<file path="config.mk">
export PLATFORM = sky130hd
export DESIGN_NAME = assoc_cache_ctrl_flat
export DESIGN_NICKNAME = d
export VERILOG_FILES = /design/src/rtl/assoc_cache_ctrl_if.sv /design/src/rtl/assoc_cache_ctrl.sv /design/src/flat_wrapper.sv
export SDC_FILE = /design/constraint.sdc
export NUM_CORES = 1
export LEC_CHECK = 0
export CAP_MARGIN = 30
export CORE_UTILIZATION = 30
export CTS_CLUSTER_DIAMETER = 200
export DETAILED_ROUTE_END_ITERATION = 10
export PLACE_DENSITY = 0.5
export SLEW_MARGIN = 20
export SYNTH_ARGS = -nofsm -noshare
export SYNTH_HDL_FRONTEND = slang
export SYNTH_SLANG_ARGS = --single-unit
</file>
<file path="constraint.sdc">
create_clock -name clk -period 3.4 [get_ports clk]
set_input_delay 0.34 -clock clk [delete_from_list [all_inputs] [get_ports clk]]
set_output_delay 0.34 -clock clk [all_outputs]
set_load 0.005 [all_outputs]
</file>
<file path="src/rtl/assoc_cache_ctrl_if.sv">
// assoc_cache_ctrl_if: core request/response, memory handshake and counter bundle for assoc_cache_ctrl.
// The master side is the core plus memory environment; the slave side is the controller.
interface assoc_cache_ctrl_if #(
    parameter int ADDR_W = 6,
    parameter int DATA_W = 8,
    parameter int CNT_W  = 8
);
    logic              req_valid;
    logic              req_ready;
    logic              req_we;
    logic [ADDR_W-1:0] req_addr;
    logic [DATA_W-1:0] req_wdata;
    logic              rsp_valid;
    logic [DATA_W-1:0] rsp_rdata;
    logic              rsp_hit;
    logic              mem_req;
    logic              mem_we;
    logic [ADDR_W-1:0] mem_addr;
    logic [DATA_W-1:0] mem_wdata;
    logic              mem_ack;
    logic [DATA_W-1:0] mem_rdata;
    logic              cnt_clr;
    logic [CNT_W-1:0]  hit_count;
    logic [CNT_W-1:0]  access_count;

    modport master (
        output req_valid, req_we, req_addr, req_wdata, mem_ack, mem_rdata, cnt_clr,
        input  req_ready, rsp_valid, rsp_rdata, rsp_hit, mem_req, mem_we, mem_addr, mem_wdata,
               hit_count, access_count
    );

    modport slave (
        input  req_valid, req_we, req_addr, req_wdata, mem_ack, mem_rdata, cnt_clr,
        output req_ready, rsp_valid, rsp_rdata, rsp_hit, mem_req, mem_we, mem_addr, mem_wdata,
               hit_count, access_count
    );
endinterface

</file>
<file path="src/rtl/assoc_cache_ctrl.sv">
// assoc_cache_ctrl: N-way set-associative write-through, no-write-allocate cache with
// round-robin replacement, request/memory handshakes and saturating hit/access counters.
module assoc_cache_ctrl #(
    parameter int ADDR_W  = 6,
    parameter int DATA_W  = 8,
    parameter int INDEX_W = 3,
    parameter int WAYS    = 2,
    parameter int CNT_W   = 8
) (
    input logic              clk,
    input logic              reset,
    assoc_cache_ctrl_if.slave bus
);
    localparam int SETS  = 2 ** INDEX_W;
    localparam int TAG_W = ADDR_W - INDEX_W;
    localparam int WAY_W = (WAYS > 1) ? $clog2(WAYS) : 1;

    typedef enum logic [2:0] {S_IDLE, S_LOOKUP, S_MISS, S_WRITE, S_RESP} state_t;

    state_t            r_state;
    logic              r_req_ready;
    logic              r_we;
    logic [ADDR_W-1:0] r_addr;
    logic [DATA_W-1:0] r_wdata;
    logic              r_hit;
    logic              r_rsp_valid;
    logic              r_rsp_hit;
    logic [DATA_W-1:0] r_rsp_rdata;
    logic              r_mem_req;
    logic              r_mem_we;
    logic [ADDR_W-1:0] r_mem_addr;
    logic [DATA_W-1:0] r_mem_wdata;
    logic [CNT_W-1:0]  r_hit_cnt;
    logic [CNT_W-1:0]  r_acc_cnt;
    logic [WAYS-1:0]   r_valid [SETS];
    logic [WAY_W-1:0]  r_rr    [SETS];
    logic [TAG_W-1:0]  r_tag   [SETS][WAYS];
    logic [DATA_W-1:0] r_data  [SETS][WAYS];

    logic [INDEX_W-1:0] w_set;
    logic [TAG_W-1:0]   w_tag;
    logic               w_hit;
    logic [WAY_W-1:0]   w_way;
    logic [WAY_W-1:0]   w_vic;

    assign w_set = r_addr[INDEX_W-1:0];
    assign w_tag = r_addr[ADDR_W-1:INDEX_W];

    always_comb begin
        w_hit = 1'b0;
        w_way = '0;
        for (int w = 0; w < WAYS; w++) begin
            if (r_valid[w_set][w] && r_tag[w_set][w] == w_tag) begin
                w_hit = 1'b1;
                w_way = WAY_W'(w);
            end
        end
    end

    // Descending scan so the lowest-index invalid way wins; rr pointer only when the set is full.
    always_comb begin
        w_vic = r_rr[w_set];
        for (int w = WAYS - 1; w >= 0; w--) begin
            if (!r_valid[w_set][w]) w_vic = WAY_W'(w);
        end
    end

    always_ff @(posedge clk or posedge reset) begin
        if (reset) begin
            r_state     <= S_IDLE;
            r_req_ready <= 1'b1;
            r_we        <= 1'b0;
            r_addr      <= '0;
            r_wdata     <= '0;
            r_hit       <= 1'b0;
            r_rsp_valid <= 1'b0;
            r_rsp_hit   <= 1'b0;
            r_rsp_rdata <= '0;
            r_mem_req   <= 1'b0;
            r_mem_we    <= 1'b0;
            r_mem_addr  <= '0;
            r_mem_wdata <= '0;
            r_hit_cnt   <= '0;
            r_acc_cnt   <= '0;
            for (int s = 0; s < SETS; s++) begin
                r_valid[s] <= '0;
                r_rr[s]    <= '0;
            end
        end else begin
            r_rsp_valid <= 1'b0;
            if (bus.cnt_clr) begin
                r_hit_cnt <= '0;
                r_acc_cnt <= '0;
            end else if (r_state == S_RESP) begin
                r_acc_cnt <= (r_acc_cnt == '1) ? r_acc_cnt : r_acc_cnt + 1'b1;
                r_hit_cnt <= (r_rsp_hit && r_hit_cnt != '1) ? r_hit_cnt + 1'b1 : r_hit_cnt;
            end
            case (r_state)
                S_IDLE: begin
                    if (bus.req_valid) begin
                        r_we        <= bus.req_we;
                        r_addr      <= bus.req_addr;
                        r_wdata     <= bus.req_wdata;
                        r_req_ready <= 1'b0;
                        r_state     <= S_LOOKUP;
                    end
                end
                S_LOOKUP: begin
                    r_hit <= w_hit;
                    if (!r_we && w_hit) begin
                        r_rsp_valid <= 1'b1;
                        r_rsp_hit   <= 1'b1;
                        r_rsp_rdata <= r_data[w_set][w_way];
                        r_state     <= S_RESP;
                    end else begin
                        r_mem_req  <= 1'b1;
                        r_mem_we   <= r_we;
                        r_mem_addr <= r_addr;
                        if (r_we) r_mem_wdata <= r_wdata;
                        r_state <= r_we ? S_WRITE : S_MISS;
                    end
                end
                S_MISS: begin
                    if (bus.mem_ack) begin
                        r_mem_req            <= 1'b0;
                        r_rsp_valid          <= 1'b1;
                        r_rsp_hit            <= 1'b0;
                        r_rsp_rdata          <= bus.mem_rdata;
                        r_valid[w_set][w_vic] <= 1'b1;
                        if (&r_valid[w_set]) r_rr[w_set] <= WAY_W'((32'(r_rr[w_set]) + 1) % WAYS);
                        r_state <= S_RESP;
                    end
                end
                S_WRITE: begin
                    if (bus.mem_ack) begin
                        r_mem_req   <= 1'b0;
                        r_rsp_valid <= 1'b1;
                        r_rsp_hit   <= r_hit;
                        r_state     <= S_RESP;
                    end
                end
                S_RESP: begin
                    r_req_ready <= 1'b1;
                    r_state     <= S_IDLE;
                end
                default: r_state <= S_IDLE;
            endcase
        end
    end

    // Tag/data storage carries no reset; valid bits gate every use.
    always_ff @(posedge clk) begin
        if (r_state == S_LOOKUP && r_we && w_hit) begin
            r_data[w_set][w_way] <= r_wdata;
        end else if (r_state == S_MISS && bus.mem_ack) begin
            r_tag[w_set][w_vic]  <= w_tag;
            r_data[w_set][w_vic] <= bus.mem_rdata;
        end
    end

    assign bus.req_ready    = r_req_ready;
    assign bus.rsp_valid    = r_rsp_valid;
    assign bus.rsp_rdata    = r_rsp_rdata;
    assign bus.rsp_hit      = r_rsp_hit;
    assign bus.mem_req      = r_mem_req;
    assign bus.mem_we       = r_mem_we;
    assign bus.mem_addr     = r_mem_addr;
    assign bus.mem_wdata    = r_mem_wdata;
    assign bus.hit_count    = r_hit_cnt;
    assign bus.access_count = r_acc_cnt;
endmodule

</file>
<file path="src/flat_wrapper.sv">
// flat-port wrapper written by rule: the top's interface ports become plain ports
module assoc_cache_ctrl_flat 
#(
    parameter int ADDR_W  = 6,
    parameter int DATA_W  = 8,
    parameter int INDEX_W = 3,
    parameter int WAYS    = 2,
    parameter int CNT_W   = 8
)
  (clk, reset, bus_req_valid, bus_req_we, bus_req_addr, bus_req_wdata, bus_mem_ack, bus_mem_rdata, bus_cnt_clr, bus_req_ready, bus_rsp_valid, bus_rsp_rdata, bus_rsp_hit, bus_mem_req, bus_mem_we, bus_mem_addr, bus_mem_wdata, bus_hit_count, bus_access_count);
  assoc_cache_ctrl_if #(.ADDR_W(ADDR_W), .DATA_W(DATA_W), .CNT_W(CNT_W)) bus_i ();
  input logic clk;
  input logic reset;
  input wire logic [$bits(bus_i.req_valid)-1:0] bus_req_valid;
  input wire logic [$bits(bus_i.req_we)-1:0] bus_req_we;
  input wire logic [$bits(bus_i.req_addr)-1:0] bus_req_addr;
  input wire logic [$bits(bus_i.req_wdata)-1:0] bus_req_wdata;
  input wire logic [$bits(bus_i.mem_ack)-1:0] bus_mem_ack;
  input wire logic [$bits(bus_i.mem_rdata)-1:0] bus_mem_rdata;
  input wire logic [$bits(bus_i.cnt_clr)-1:0] bus_cnt_clr;
  output wire logic [$bits(bus_i.req_ready)-1:0] bus_req_ready;
  output wire logic [$bits(bus_i.rsp_valid)-1:0] bus_rsp_valid;
  output wire logic [$bits(bus_i.rsp_rdata)-1:0] bus_rsp_rdata;
  output wire logic [$bits(bus_i.rsp_hit)-1:0] bus_rsp_hit;
  output wire logic [$bits(bus_i.mem_req)-1:0] bus_mem_req;
  output wire logic [$bits(bus_i.mem_we)-1:0] bus_mem_we;
  output wire logic [$bits(bus_i.mem_addr)-1:0] bus_mem_addr;
  output wire logic [$bits(bus_i.mem_wdata)-1:0] bus_mem_wdata;
  output wire logic [$bits(bus_i.hit_count)-1:0] bus_hit_count;
  output wire logic [$bits(bus_i.access_count)-1:0] bus_access_count;
  assign bus_i.req_valid = bus_req_valid;
  assign bus_i.req_we = bus_req_we;
  assign bus_i.req_addr = bus_req_addr;
  assign bus_i.req_wdata = bus_req_wdata;
  assign bus_i.mem_ack = bus_mem_ack;
  assign bus_i.mem_rdata = bus_mem_rdata;
  assign bus_i.cnt_clr = bus_cnt_clr;
  assign bus_req_ready = bus_i.req_ready;
  assign bus_rsp_valid = bus_i.rsp_valid;
  assign bus_rsp_rdata = bus_i.rsp_rdata;
  assign bus_rsp_hit = bus_i.rsp_hit;
  assign bus_mem_req = bus_i.mem_req;
  assign bus_mem_we = bus_i.mem_we;
  assign bus_mem_addr = bus_i.mem_addr;
  assign bus_mem_wdata = bus_i.mem_wdata;
  assign bus_hit_count = bus_i.hit_count;
  assign bus_access_count = bus_i.access_count;
  assoc_cache_ctrl #(.ADDR_W(ADDR_W), .DATA_W(DATA_W), .INDEX_W(INDEX_W), .WAYS(WAYS), .CNT_W(CNT_W)) u_core (.clk(clk), .reset(reset), .bus(bus_i));
endmodule
</file>
==> impl_metrics.json, run 1 <==
{
  "drt-vias-per-instance": 5.007,
  "p_leak_nw": 4.943,
  "net-switching-power_mw": 4.153,
  "post_drt_wl_per_cell_um": 22.29,
  "cts.clk_slew.worst_paths_ns": 0.06,
  "synth_edf_count": 176,
  "reg2reg_slack_ns": 0.27,
  "ys.flop_type": "edfxtp_1",
  "post-dp-hpwl_um": 21060,
  "min_path_type": "primary input to asynchronous set/reset pin",
  "gr-total-overflow": 0,
  "seq_area_frac_synth_pct": 68.31,
  "worstPathCellList": "mux4_2, mux2i_1, xor2_1, and4_1, and2_0, a21oi_2, nor2_1",
  "grt_max_degree": 42,
  "synthArstFlopShare_pct": 32.82,
  "synth_area_per_cell_sq_um": 14.38,
  "p_int_mw": 8.088,
  "dr.first_iter.drc_count": 471,
  "hold_viol_final": 0,
  "cts_tree": "yes",
  "cp_slowest_stage_delay_ns": 0.67,
  "drive_above_1_share_pct": 22.00,
  "setup_violations": 0,
  "routed_wl_um": 30330,
  "pwr-share-clk_pct": 27.7,
  "layout_worst_path_cycle_share_pct": 92.10,
  "drc": 0,
  "num_io_pins": 71,
  "postCtsHoldBufs": 0,
  "min_period_ns": 3.131,
  "fp.dieH_um": 192.5,
  "power_frac_comb_pct": 34.1,
  "syn_to_final_growth_pct": 23.60,
  "num_rows": 69,
  "htree_num_levels": 1,
  "clock_latency_ns": 0.54,
  "worstPathMaxFanout": 8,
  "routedLengthMet1_um": 14390,
  "antenna_found_initial": 0,
  "post_cts_buffers": 0,
  "cts_resized": 0,
  "synth_area_sq_mm": 0.01089,
  "cts_sinks": 262,
  "slew_headroom_pct": 43.40,
  "core_area_sq_mm": 0.03566,
  "grt_pass1_wl_um": 46100,
  "wl_met2_um": 13570,
  "reg2reg_from": "u_core.r_addr[1]",
  "synthDistinctLibCells": 59,
  "first_pass_iters": 5,
  "io_buffers": 70,
  "seq_power_share_pct": 38.2,
  "netlist_instances": 757,
  "required_ns": 3.56,
  "crit_type": "register to register",
  "die_w_um": 192.5,
  "slowest_stage": "nor2_1",
  "start_kind": "register",
  "nets": 908,
  "synth.most_common_cell": "edfxtp_1",
  "power_density_mw_per_mm2": 909.5,
  "max_freq_mhz": 319.3,
  "tns_ns": 0,
  "syn_nets": 787,
  "place_area_sq_mm": 0.01243,
  "cts_buffers": 28,
  "wl_met3_um": 1841,
  "gp_congestion": 0.8396,
  "die-area_sq_mm": 0.03706,
  "peakVddDrop_mv": 0.3496,
  "ys_ff_latch": 262,
  "worst_slew_pin_slew_ns": 0.8459,
  "skew_ns": 0.01223,
  "critPathArrivalTime_ns": 3.29,
  "r2r-end": "u_core.r_data[0][2]",
  "rr_worst_depth": 7,
  "cts_buffer_depth": 3,
  "fin_area_sq_mm": 0.01346,
  "synth_area_leader_cell": "edfxtp_1",
  "num_antenna_cells": 0,
  "yosys-top-cells-area": "edfxtp_1, dfrtp_1, mux2_2",
  "synth_top_cell_area_share_pct": 48.53,
  "synth_warnings": 0,
  "netSwitchingFraction_pct": 33.92,
  "vias": 6815,
  "grt_usage_pct": 16.75,
  "dr.max_layer_used": "met4",
  "rsz0062_at_grt": "false",
  "synth_commonest_cells": "edfxtp_1, nand2_1, dfrtp_1, nor2_1, mux2_2",
  "initial_core_util_pct": 30.54,
  "slew_violations": 0,
  "cts-root-buf": "clkbuf_16",
  "cap_violations": 0,
  "status": "completed",
  "cp-end-kind": "register",
  "grt_pass1_vias": 7012,
  "ant_nets": 0
}
worst max path at each step:
stage                           startpoint              endpoint  slack, ns  cells after the start
after global placement    u_core.r_addr[1]   u_core.r_data[0][5]       0.33                      7
after CTS                 u_core.r_addr[1]   u_core.r_data[6][4]       0.24                      7
final                     u_core.r_addr[1]   u_core.r_data[0][2]       0.27                      7
after global routing      u_core.r_addr[1]   u_core.r_data[0][3]       0.12                      7
after floorplan           u_core.r_addr[1]  u_core.r_data[0][10]       0.50                      9
after detailed placement  u_core.r_addr[1]   u_core.r_data[6][7]       0.26                      7
state kept, by name (all words and copies together) (netlist names):
register,cells
u_core.r_hit,1
u_core.r_addr,6
u_core.bus.mem_addr,6
u_core.bus.mem_we,1
u_core.r_tag,48
u_core.r_wdata,8
u_core.bus.rsp_hit,1
u_core.bus.mem_req,1
u_core.bus.mem_wdata,8
u_core.bus.access_count,8
u_core.bus.hit_count,8
u_core.r_state,3
u_core.bus.rsp_rdata,8
u_core.r_rr,8
u_core.bus.req_ready,1
u_core.bus.rsp_valid,1
u_core.r_valid,16
u_core.r_we,1
u_core.r_data,128
stage by stage:
stage | instances | hold slack [ns] | total power [mW] | setup slack [ns] | util (%)
2_1_floorplan | 757 | 0.4337 | 6.997 | 0.4954 | -
3_3_place_gp | 1309 | 0.4505 | 8.901 | 0.3331 | 34.84
3_5_place_dp | 1309 | 0.4551 | 8.904 | 0.2588 | 34.86
4_1_cts | 1361 | 0.2117 | 12.32 | 0.2409 | 37.75
5_1_grt | 1361 | 0.2761 | 12.79 | 0.1173 | 37.75
6_report | 1361 | 0.2052 | 12.24 | 0.2686 | 37.75
layout make-up:
class,count,area (sq um)
clock buffers,34,754.5
well taps,461,576.8
inverters,7,28.78
fillers,3395,22200
flip-flops and latches,262,7441
clock inverters,18,276.5
multi-input cells,452,3253
repair buffers,127,1129
power by group through the flow:
stage	Combinational [mW]	Clock [mW]	Sequential (mW)
floorplan	2.44	0	4.56
global placement	4.15	0	4.75
detailed placement	4.17	0	4.73
CTS	4.19	3.46	4.68
global route	4.49	3.57	4.73
finish	4.17	3.39	4.68
metal layers:
layer,up-vias,global-route usage [%]
met5,-,0
met1,3476,24.60
met2,213,25.68
li1,3092,-
met3,34,3.146
met4,0,3.392
cell usage in the layout, fill, tap and decap left out, types with 3 or more instances in the layout:
cell type and n:
a2111oi_0 8, a211oi_1 5, a21o_1 3, a21oi_1 18
a221oi_1 11, a22o_1 10, a22oi_1 13, and2_1 3
buf_4 57, bufinv_16 7, clkbuf_1 4, clkbuf_16 29
clkdlybuf4s50_1 70, clkinv_2 4, clkinvlp_4 4, dfrtp_1 83
edfxtp_1 176, inv_1 6, mux2_2 50, mux2i_1 21
mux4_2 14, nand2_1 91, nand2b_1 3, nand3_1 14
nand4_1 5, nor2_1 73, nor2b_1 4, nor3_1 4
o211ai_1 8, o21a_1 3, o21ai_0 18, o41ai_1 3
or2_2 16, or3_1 5, xnor2_1 4, xor2_1 11
cells by family after synthesis:
kind of cell	after synthesis	share of synthesized area [%]
AO/OA/AOI/OAI	118	8.101
buffers and inverters	43	1.988
multiplexers	88	10.69
AND/OR/NAND/NOR	228	9.227
adder cells (fa/ha/maj)	2	0.2298
flip-flops	262	68.31
XOR/XNOR	16	1.459
critical path: cells and delay by family, from the launching register on:
kind             cells  cell delay, ns
flip-flops           1            0.46
AND/OR/NAND/NOR      3            1.16
multiplexers         2            0.74
XOR/XNOR             1            0.23
AO/OA/AOI/OAI        1            0.16
Power figures use the tool's default switching activity.
==> inputs of run 2 (changes only) <==
==> constraint.sdc (replaced) <==
create_clock -name clk -period 3.7 [get_ports clk]
set_input_delay 0.37 -clock clk [delete_from_list [all_inputs] [get_ports clk]]
set_output_delay 0.37 -clock clk [all_outputs]
set_load 0.005 [all_outputs]
==> run 2 against run 1 <==
Against the previous run: critical path depth rose by 2; cell count fell by 1.3%; total power fell by 9.9%; sequential cell count did not move; critical path type unchanged; non-clock buffer count fell by 20; clock skew rose by 0.0052 ns; clock power fell by 12%; die area did not move.
==> impl_metrics.json, run 2 (synthesis gave the netlist of run 1 again) <==
{
  "startpoint": "u_core.r_addr[1]",
  "cts_sinks": 262,
  "grt_pass1_vias": 6901,
  "grt_usage_pct": 16.41,
  "slew_violations": 0,
  "skew_ns": 0.01745,
  "worstPathMaxFanout": 11,
  "cts_resized": 0,
  "reg2reg_from": "u_core.r_addr[1]",
  "num_io_pins": 71,
  "postCtsHoldBufs": 0,
  "fin_ws_ns": 0.4714,
  "slew_headroom_pct": 37.48,
  "max_freq_mhz": 309.7,
  "hold_viol_final": 0,
  "crit_type": "register to register",
  "tns_ns": 0,
  "grt_pass1_wl_um": 45130,
  "antenna_found_initial": 0,
  "num_rows": 69,
  "routed_wl_um": 29680,
  "num_antenna_cells": 0,
  "cts-root-buf": "clkbuf_16",
  "gr-total-overflow": 0,
  "reg2reg_slack_ns": 0.47,
  "grt_max_degree": 46,
  "worstPathCellList": "buf_4, mux4_1, mux2i_1, xor2_1, nand4_1, a21oi_1, a21oi_1, buf_4, nor2_1",
  "largest_register_ffs": 128,
  "p_leak_nw": 4.848,
  "initial_core_util_pct": 30.54,
  "top_regs": "u_core.r_data x128, u_core.r_tag x48, u_core.r_valid x16",
  "required_ns": 3.89,
  "cts_tree": "yes",
  "post_drt_wl_per_cell_um": 22.10,
  "peakVddDrop_mv": 0.3538,
  "cts_buffer_depth": 3,
  "post-dp-hpwl_um": 20500,
  "path_buf_inv": 2,
  "die_w_um": 192.5,
  "drive_above_1_share_pct": 20.75,
  "core_area_sq_mm": 0.03566,
  "htree_num_levels": 1,
  "setup_violations": 0,
  "syn_to_final_growth_pct": 22.06,
  "gp_congestion": 0.8379,
  "layout_commonest_cell": "edfxtp_1",
  "cts_buffers": 29,
  "crit_family": "simple AND/OR/NAND/NOR gates",
  "min_period_ns": 3.229,
  "fillCellCount": 3432,
  "cap_violations": 0,
  "dp_slack_ns": 0.3960,
  "r2r-end": "u_core.r_data[1][8]",
  "clock_latency_ns": 0.56,
  "cp_slowest_stage_delay_ns": 0.61,
  "fp.dieH_um": 192.5,
  "worst_slew_pin_slew_ns": 0.9307,
  "cts.clk_slew.worst_paths_ns": 0.06,
  "drt-vias-per-instance": 5.023,
  "cp-end-kind": "register",
  "slowest_stage": "nor2_1",
  "ant_nets": 0,
  "layout_worst_path_cycle_share_pct": 87.26,
  "power_density_mw_per_mm2": 830.1,
  "critPathArrivalTime_ns": 3.42,
  "dr.first_iter.drc_count": 534,
  "min_path_type": "primary input to asynchronous set/reset pin",
  "start_kind": "register",
  "die-area_sq_mm": 0.03706,
  "rr_worst_depth": 9,
  "io_buffers": 70,
  "post_cts_buffers": 0,
  "vias": 6746,
  "drc": 0,
  "layout_common_cells": "edfxtp_1, nand2_1, dfrtp_1",
  "regMostFlops": "u_core.r_data",
  "rsz0062_at_grt": "false",
  "status": "completed",
  "nets": 889,
  "first_pass_iters": 5
}
## run 2: cell count changes in the layout (fill, tap and decap cells not counted), sizes merged
cell	previous run	this run
bufinv	7	2
clkbuf	34	39
clkinvlp	4	3
inv	7	11
clkinv	7	6
buf	57	37
## run 2: worst reg2reg max path, cell delays in order, from the launching register on
cell and delay, ns:
dfrtp_2 0.48, buf_4 0.27, mux4_1 0.57, mux2i_1 0.17, xor2_1 0.17, nand4_1 0.17
a21oi_1 0.15, a21oi_1 0.08, buf_4 0.18, nor2_1 0.61
## run 2: worst max-delay path by stage
stage | endpoint | cells past startpoint
finish | u_core.r_data[1][8] | 9
global placement | u_core.r_data[1][12] | 9
floorplan | u_core.r_data[0][10] | 9
CTS | u_core.r_data[1][8] | 9
global route | u_core.r_data[1][11] | 9
detailed placement | u_core.r_data[1][15] | 9
## run 2: cell type report
| cell class | instances | area, sq um | share of cell area [%] |
|---|---|---|---|
| flip-flops and latches | 262 | 7441 | 55.98 |
| multi-input cells | 452 | 3248 | 24.44 |
| repair buffers | 107 | 991.0 | 7.456 |
| clock buffers | 39 | 854.6 | 6.429 |
| well taps | 461 | 576.8 | 4.340 |
| clock inverters | 15 | 151.4 | 1.139 |
| inverters | 7 | 28.78 | 0.2165 |
## run 2: metrics by stage
| stage | total power [mW] | instance area [sq um] | cells | util (%) | hold slack [ns] |
|---|---|---|---|---|---|
| final | 11.03 | 13290 | 1343 | 37.28 | 0.2465 |
| after global routing | 11.58 | 13290 | 1343 | 37.28 | 0.2919 |
| after CTS | 11.12 | 13290 | 1343 | 37.28 | 0.2576 |
| after detailed placement | 8.124 | 12290 | 1289 | 34.46 | 0.4483 |
| after global placement | 8.111 | 12290 | 1289 | 34.46 | 0.4560 |
| after floorplan | 6.430 | 10890 | 757 | - | 0.4337 |
## run 2: metal layers
layer | global-route usage, % | part of all wire [%] | routed length, um
met5 | 0 | 0 | 0
met4 | 4.149 | 2.1 | 615
met3 | 3.182 | 5.9 | 1757
met2 | 24.82 | 44 | 13200
met1 | 24.03 | 48 | 14100
## run 2: power breakdown
part           internal [mW]  leakage [nW]  switching, mW
Sequential              3.90          2.68          0.398
Combinational           1.56          1.67           2.20
Clock                   1.77         0.498           1.21
